--- src/rtl/lap_stash_pkg.sv ---
// rtl/lap_stash_pkg.sv - shared full-policy codes and width helpers for lap_stash
package lap_stash_pkg;

    localparam int MODE_OVERWRITE = 0;
    localparam int MODE_DROP      = 1;

    function automatic int ptr_w(input int depth);
        return $clog2(depth);
    endfunction

    function automatic int cnt_w(input int depth);
        return $clog2(depth + 1);
    endfunction

endpackage

--- src/rtl/lap_stash_ring_ptr.sv ---
// rtl/lap_stash_ring_ptr.sv - bounded ring pointer step: wraps hi->lo on inc, lo->hi on dec
module ring_ptr
    import lap_stash_pkg::*;
#(
    parameter  int DEPTH = 5,
    localparam int PTR_W = ptr_w(DEPTH)
) (
    input  logic [PTR_W-1:0] ptr,
    input  logic             inc,
    input  logic             dec,
    input  logic [PTR_W-1:0] lo,
    input  logic [PTR_W-1:0] hi,
    output logic [PTR_W-1:0] next_ptr
);

    localparam logic [PTR_W-1:0] LAST = PTR_W'(DEPTH - 1);

    // The window [lo..hi] may straddle the physical end, so stepping also wraps at DEPTH
    always_comb begin
        next_ptr = ptr;
        if (inc && !dec) begin
            if (ptr == hi)        next_ptr = lo;
            else if (ptr == LAST) next_ptr = '0;
            else                  next_ptr = ptr + 1'b1;
        end else if (dec && !inc) begin
            if (ptr == lo)        next_ptr = hi;
            else if (ptr == '0)   next_ptr = LAST;
            else                  next_ptr = ptr - 1'b1;
        end
    end

endmodule

--- src/rtl/lap_stash.sv ---
// rtl/lap_stash.sv - DEPTH-entry lap sample ring with bidirectional browsing and overflow flag
module lap_stash
    import lap_stash_pkg::*;
#(
    parameter  int WIDTH = 8,
    parameter  int DEPTH = 5,
    parameter  int MODE  = MODE_OVERWRITE,
    localparam int PTR_W = ptr_w(DEPTH),
    localparam int CNT_W = cnt_w(DEPTH)
) (
    input  logic             clk,
    input  logic             reset,
    input  logic [WIDTH-1:0] sample_in,
    input  logic             sample_in_valid,
    input  logic             next_sample,
    input  logic             prev_sample,
    input  logic             clear,
    output logic [WIDTH-1:0] sample_out,
    output logic [PTR_W-1:0] out_index,
    output logic [CNT_W-1:0] count,
    output logic             empty,
    output logic             full,
    output logic             overflow
);

    logic [WIDTH-1:0] mem [DEPTH];
    logic [PTR_W-1:0] wr_ptr, rd_ptr, wr_next, rd_next, oldest, newest;

    assign empty  = (count == '0);
    assign full   = (count == CNT_W'(DEPTH));
    assign oldest = full ? wr_ptr : '0;
    assign newest = (wr_ptr == '0) ? PTR_W'(DEPTH - 1) : wr_ptr - 1'b1;

    ring_ptr #(.DEPTH(DEPTH)) u_wr_step (
        .ptr      (wr_ptr),
        .inc      (1'b1),
        .dec      (1'b0),
        .lo       ('0),
        .hi       (PTR_W'(DEPTH - 1)),
        .next_ptr (wr_next)
    );

    ring_ptr #(.DEPTH(DEPTH)) u_rd_step (
        .ptr      (rd_ptr),
        .inc      (next_sample),
        .dec      (prev_sample),
        .lo       (oldest),
        .hi       (newest),
        .next_ptr (rd_next)
    );

    always_ff @(posedge clk or negedge reset) begin
        if (!reset) begin
            for (int i = 0; i < DEPTH; i++) mem[i] <= '0;
            wr_ptr   <= '0;
            rd_ptr   <= '0;
            count    <= '0;
            overflow <= 1'b0;
        end else if (clear) begin
            for (int i = 0; i < DEPTH; i++) mem[i] <= '0;
            wr_ptr   <= '0;
            rd_ptr   <= '0;
            count    <= '0;
            overflow <= 1'b0;
        end else if (sample_in_valid) begin
            // A write always swallows any same-cycle browse strobe, even when dropped
            if (!full || MODE == MODE_OVERWRITE) begin
                mem[wr_ptr] <= sample_in;
                rd_ptr      <= wr_ptr;
                wr_ptr      <= wr_next;
                if (!full) count <= count + 1'b1;
            end
            if (full) overflow <= 1'b1;
        end else if (!empty) begin
            rd_ptr <= rd_next;
        end
    end

    assign sample_out = empty ? '0 : mem[rd_ptr];
    assign out_index  = (rd_ptr >= oldest) ? rd_ptr - oldest
                                           : rd_ptr - oldest + PTR_W'(DEPTH);

endmodule

--- config.mk ---
export PLATFORM = sky130hd
export DESIGN_NAME = lap_stash
export DESIGN_NICKNAME = d
export VERILOG_FILES = /design/src/rtl/lap_stash_pkg.sv /design/src/rtl/lap_stash_ring_ptr.sv /design/src/rtl/lap_stash.sv
export SDC_FILE = /design/constraint.sdc
export NUM_CORES = 1
export LEC_CHECK = 0
export BUFFER_PORTS_ARGS = -buffer_cell sky130_fd_sc_hd__buf_2
export CAP_MARGIN = 20
export CORE_MARGIN = 4
export CORE_UTILIZATION = 40
export DETAILED_ROUTE_END_ITERATION = 10
export PLACE_DENSITY = 0.62
export SYNTH_ARGS = -nofsm -noshare
export SYNTH_HDL_FRONTEND = slang
export SYNTH_SLANG_ARGS = --single-unit
export TNS_END_PERCENT = 30
--- constraint.sdc ---
create_clock -name clk -period 2.85 [get_ports clk]
set_input_delay 0 -clock clk [delete_from_list [all_inputs] [get_ports clk]]
set_output_delay 0 -clock clk [all_outputs]
set_load 0.03 [all_outputs]
==> impl_metrics.prom <==
# TYPE chip_impl_metric gauge
chip_impl_info{name="startpoint_type",value="register"} 1
chip_impl_metric{name="report.final.hold_viol_count",unit=""} 0
chip_impl_info{name="run_status",value="completed"} 1
chip_impl_metric{name="ys_ff_latch",unit=""} 50
chip_impl_metric{name="grt_first_pass_wirelength",unit="um"} 12200
chip_impl_metric{name="syn-cell-area",unit="um^2"} 2950
chip_impl_metric{name="design.die.area",unit="um^2"} 8810
chip_impl_metric{name="htreeDepth",unit=""} 2
chip_impl_metric{name="finalWeightedCongestion",unit=""} 0.826
chip_impl_metric{name="post-layout-total-power",unit="W"} 0.00159
chip_impl_metric{name="slew_headroom",unit="%"} 45.2
chip_impl_metric{name="finalSetupViolCount",unit=""} 0
chip_impl_metric{name="clk-insertion-delay-late",unit="ps"} 300
chip_impl_metric{name="vdd_ir_drop_max",unit="mV"} 0.188
chip_impl_metric{name="finalClockSkew",unit="ps"} 8.88
chip_impl_metric{name="synth-seq-area-share",unit="%"} 42.4
chip_impl_metric{name="synth.distinct_cells",unit=""} 39
chip_impl_metric{name="synthXorXnorAreaFrac",unit="%"} 2.08
chip_impl_metric{name="number_of_enable_type_register_cells_in_the_synthesized_netlist",unit=""} 0
chip_impl_info{name="critPathCaptureType",value="output pin"} 1
chip_impl_metric{name="power-per-cell-area",unit="nW/um^2"} 469
chip_impl_info{name="hold_path_startpoint",value="sample_in_valid"} 1
chip_impl_metric{name="grt-ovfl-total",unit=""} 0
chip_impl_metric{name="chipHeight",unit="um"} 93.9
chip_impl_info{name="synthFlopType",value="sky130_fd_sc_hd__dfrtp_1"} 1
chip_impl_metric{name="final_cell_area",unit="um^2"} 3390
chip_impl_metric{name="synth_simple_gate_area_share",unit="%"} 22.0
chip_impl_metric{name="die_x",unit="um"} 93.9
chip_impl_metric{name="multi_input_area",unit="um^2"} 1590
chip_impl_metric{name="ant_nets",unit=""} 0
chip_impl_metric{name="synthesis.area_per_instance",unit="um^2"} 8.62
chip_impl_metric{name="cts_repair_resize_count",unit=""} 0
chip_impl_metric{name="worstPathRequired",unit="ps"} 2850
chip_impl_metric{name="fraction_of_final_layout_cells_sized_beyond_drive_strength_1",unit="%"} 14.9
chip_impl_metric{name="routed-via-count",unit=""} 2498
chip_impl_metric{name="grt.met2_usage",unit="%"} 29.9
chip_impl_metric{name="drtIter0Drc",unit=""} 256
chip_impl_metric{name="final.setup.tns",unit="ps"} 0
chip_impl_metric{name="seqCellArea",unit="um^2"} 1250
chip_impl_metric{name="cts_sinks",unit=""} 50
chip_impl_metric{name="cp_data_arrival_time",unit="ps"} 2570
chip_impl_info{name="crit-reg2reg-launch",value="count[1]"} 1
chip_impl_info{name="worstHoldPathType",value="in2reg"} 1
chip_impl_metric{name="port-buffer-count",unit=""} 30
chip_impl_metric{name="finalWirelength",unit="um"} 7560
chip_impl_metric{name="mux_cell_area_share_after_synthesis",unit="%"} 7.51
chip_impl_metric{name="final_nets",unit=""} 405
chip_impl_metric{name="cts-root-to-sink-buffers",unit=""} 2
chip_impl_metric{name="p_sw_share",unit="%"} 30.0
chip_impl_metric{name="synth.net_count",unit=""} 371
chip_impl_metric{name="share_comb_of_total_power",unit="%"} 21.1
chip_impl_metric{name="cts-buffers-inserted",unit=""} 5
chip_impl_metric{name="share_seq_of_total_power",unit="%"} 47.4
chip_impl_metric{name="routedWlPerCell",unit="um"} 15.9
chip_impl_metric{name="gate_count_of_the_mapped_netlist",unit=""} 342
chip_impl_metric{name="core_area",unit="um^2"} 7210
chip_impl_metric{name="final.fill_count",unit=""} 723
chip_impl_metric{name="switching_power",unit="W"} 0.000478
chip_impl_metric{name="core.rowCount",unit=""} 31
chip_impl_info{name="setup.worst_path.start",value="count[1]"} 1
chip_impl_metric{name="hold_ws",unit="ps"} 178
chip_impl_metric{name="power_frac_clock",unit="%"} 31.5
chip_impl_info{name="cts_tree",value="yes"} 1
chip_impl_metric{name="antenna_found_initial",unit=""} 0
chip_impl_metric{name="via_count_of_the_first_global_routing_pass",unit=""} 2413
chip_impl_info{name="path_class",value="reg2out"} 1
chip_impl_info{name="rsz0062_at_grt",value="false"} 1
chip_impl_metric{name="maximum_number_of_pins_on_one_net_before_global_route_repair",unit=""} 51
chip_impl_info{name="root_buffer",value="sky130_fd_sc_hd__clkbuf_8"} 1
chip_impl_metric{name="layout_min_cycle_time",unit="ps"} 2570
chip_impl_metric{name="synth-adder-area-share",unit="%"} 6.62
chip_impl_metric{name="leakage",unit="nW"} 1.48
chip_impl_metric{name="grt_use_met3",unit="%"} 2.80
chip_impl_metric{name="antenna_cells",unit=""} 0
chip_impl_metric{name="clock.fmax",unit="MHz"} 388
chip_impl_info{name="gr-max-usage-layer",value="met2"} 1
chip_impl_metric{name="worst_pin_slew",unit="ps"} 822
chip_impl_metric{name="postSynth.asyncResetShare",unit="%"} 100
chip_impl_metric{name="detailedPlacementHpwl",unit="um"} 5180
chip_impl_metric{name="p_int",unit="W"} 0.00111
chip_impl_metric{name="final-max-slew-violation-count",unit=""} 0
chip_impl_metric{name="clkSlewWorstSetupHoldPaths",unit="ps"} 90
chip_impl_metric{name="post-route-drc-count",unit=""} 0
chip_impl_metric{name="synth_compound_gate_area_share",unit="%"} 15.5
chip_impl_metric{name="dr.pass1.iters",unit=""} 4
chip_impl_metric{name="globalRouteTotalUtil",unit="%"} 17.9
chip_impl_metric{name="crit_fanout",unit=""} 4
chip_impl_metric{name="pin_count",unit=""} 31
chip_impl_metric{name="met1_usage",unit="%"} 24.2
chip_impl_metric{name="via_per_inst",unit=""} 5.26
chip_impl_metric{name="final_period_util",unit="%"} 90.3
chip_impl_metric{name="dpl_cell_area",unit="um^2"} 3200
chip_impl_metric{name="synth.yosys.warnings",unit=""} 0
chip_impl_metric{name="drv.max_cap_violation_count",unit=""} 0
chip_impl_info{name="synth_top_family_by_area",value="simple AND/OR/NAND/NOR gates"} 1
chip_impl_metric{name="start_util",unit="%"} 40.9
chip_impl_metric{name="synthToLayoutAreaGrowth",unit="%"} 15.1
-- final cells by class --
type / instances / area share [%]
clock buffer: 5 / 2.03
clock inverter: 2 / 1.14
inverter: 11 / 1.22
multi-input combinational: 263 / 46.7
sequential: 50 / 36.9
tap: 99 / 3.65
timing repair buffer: 45 / 8.40
-- cell usage after synthesis (2+ instances only) --
cell                        n  area share (%)
sky130_fd_sc_hd__ha_1      14             5.9
sky130_fd_sc_hd__a22oi_1    8             2.0
sky130_fd_sc_hd__a211oi_1   2            0.51
sky130_fd_sc_hd__nor2_1    26             3.3
sky130_fd_sc_hd__a21oi_1   47             8.0
sky130_fd_sc_hd__mux4_2     8             6.1
sky130_fd_sc_hd__nor2b_1    4            0.85
sky130_fd_sc_hd__and3_1     2            0.42
sky130_fd_sc_hd__or3_1      2            0.42
sky130_fd_sc_hd__o211ai_1   2            0.51
sky130_fd_sc_hd__clkbuf_1  14             1.8
sky130_fd_sc_hd__a31oi_1    2            0.42
sky130_fd_sc_hd__nand2_1   95              12
sky130_fd_sc_hd__xnor2_1    6             1.8
sky130_fd_sc_hd__o22ai_1    2            0.42
sky130_fd_sc_hd__nand2b_1   4            0.85
sky130_fd_sc_hd__nand3_1    7             1.2
sky130_fd_sc_hd__dfrtp_1   50              42
sky130_fd_sc_hd__a21o_1     2            0.51
sky130_fd_sc_hd__mux2i_1    3             1.0
sky130_fd_sc_hd__nor3_1     6             1.0
sky130_fd_sc_hd__o21ai_0    5            0.85
sky130_fd_sc_hd__inv_1     11             1.4
sky130_fd_sc_hd__o31a_1     3            0.89
sky130_fd_sc_hd__buf_2      3            0.51
-- critical path, stage by stage, from the launching register on --
cell and delay [ps]:
sky130_fd_sc_hd__dfrtp_1 390, sky130_fd_sc_hd__inv_1 70, sky130_fd_sc_hd__ha_1 200, sky130_fd_sc_hd__and3_1 210
sky130_fd_sc_hd__ha_1 200, sky130_fd_sc_hd__inv_1 70, sky130_fd_sc_hd__fa_1 420, sky130_fd_sc_hd__ha_1 280
sky130_fd_sc_hd__mux2_2 260, sky130_fd_sc_hd__buf_2 180
-- registers in the layout, summed over array words and instances (netlist names) --
signal and flops:
mem 40, count 3, wr_ptr 3, rd_ptr 3, overflow 1
-- kinds of logic after synthesis --
kind of cell / Yosys count
and+or+nand+nor: 152
AOI/OAI and AO/OA: 77
DFF: 50
buffers and inverters: 29
adders and majority gates: 15
muxes: 12
xor gates and xnor gates: 7
-- path summary, 6_finish.rpt --
path                                     end  slack [ps]  cells after the start
worst min-delay path                overflow         180                      3
min in group asynchronous             mem[2]         320                      2
worst max register to register     rd_ptr[0]         370                     10
worst min register to register      overflow         510                      2
worst max-delay path            out_index[1]         280                      9
max in group asynchronous             mem[4]        1780                      3
-- placed cells by master (no fill, tap or decap), types with 2 or more instances in the layout --
cell                            count
sky130_fd_sc_hd__nand2_1           95
sky130_fd_sc_hd__nor2b_1            4
sky130_fd_sc_hd__o31a_1             3
sky130_fd_sc_hd__clkbuf_8           5
sky130_fd_sc_hd__ha_1              14
sky130_fd_sc_hd__a21o_1             2
sky130_fd_sc_hd__or3_1              2
sky130_fd_sc_hd__buf_2             30
sky130_fd_sc_hd__a22oi_1            8
sky130_fd_sc_hd__o211ai_1           2
sky130_fd_sc_hd__nand2b_1           4
sky130_fd_sc_hd__nor2_1            26
sky130_fd_sc_hd__nor3_1             6
sky130_fd_sc_hd__nand3_1            7
sky130_fd_sc_hd__a31oi_1            2
sky130_fd_sc_hd__inv_1             11
sky130_fd_sc_hd__dfrtp_1           50
sky130_fd_sc_hd__mux2i_1            3
sky130_fd_sc_hd__a21oi_1           47
sky130_fd_sc_hd__a211oi_1           2
sky130_fd_sc_hd__xnor2_1            6
sky130_fd_sc_hd__dlygate4sd3_1      9
sky130_fd_sc_hd__mux4_2             8
sky130_fd_sc_hd__buf_4              6
sky130_fd_sc_hd__and3_1             2
sky130_fd_sc_hd__o22ai_1            2
sky130_fd_sc_hd__o21ai_0            5
-- power by group through the flow --
stage          Sequential [W]  Clock, W  Combinational, W
2_1_floorplan        0.000763         0          0.000224
3_3_place_gp         0.000767         0          0.000324
3_5_place_dp         0.000768         0          0.000330
4_1_cts              0.000754  0.000513          0.000339
5_1_grt              0.000758  0.000536          0.000371
6_report             0.000754  0.000502          0.000337
-- layer usage --
layer | routed length, um | vias up | share of wire, %
met5 | 0 | - | 0
met4 | 62 | 0 | 0.82
met3 | 306 | 6 | 4.0
met2 | 3780 | 66 | 50
met1 | 3420 | 1188 | 45
li1 | - | 1238 | -
-- through the flow --
step,utilization [%],cells,setup slack (ps)
5_1_grt,47.1,475,114
6_report,47.1,475,276
3_5_place_dp,44.3,459,410
3_3_place_gp,44.3,459,578
4_1_cts,47.1,475,253
2_1_floorplan,-,342,163
-- repair_timing --
action / 4_1_cts / 5_1_grt
setup endpoints to repair: 0 / 0
hold buffers: 9 / 0
setup buffers: 0 / 0
hold endpoints to repair: 74 / 0
Note: power is estimated with default switching activity, not from simulation.
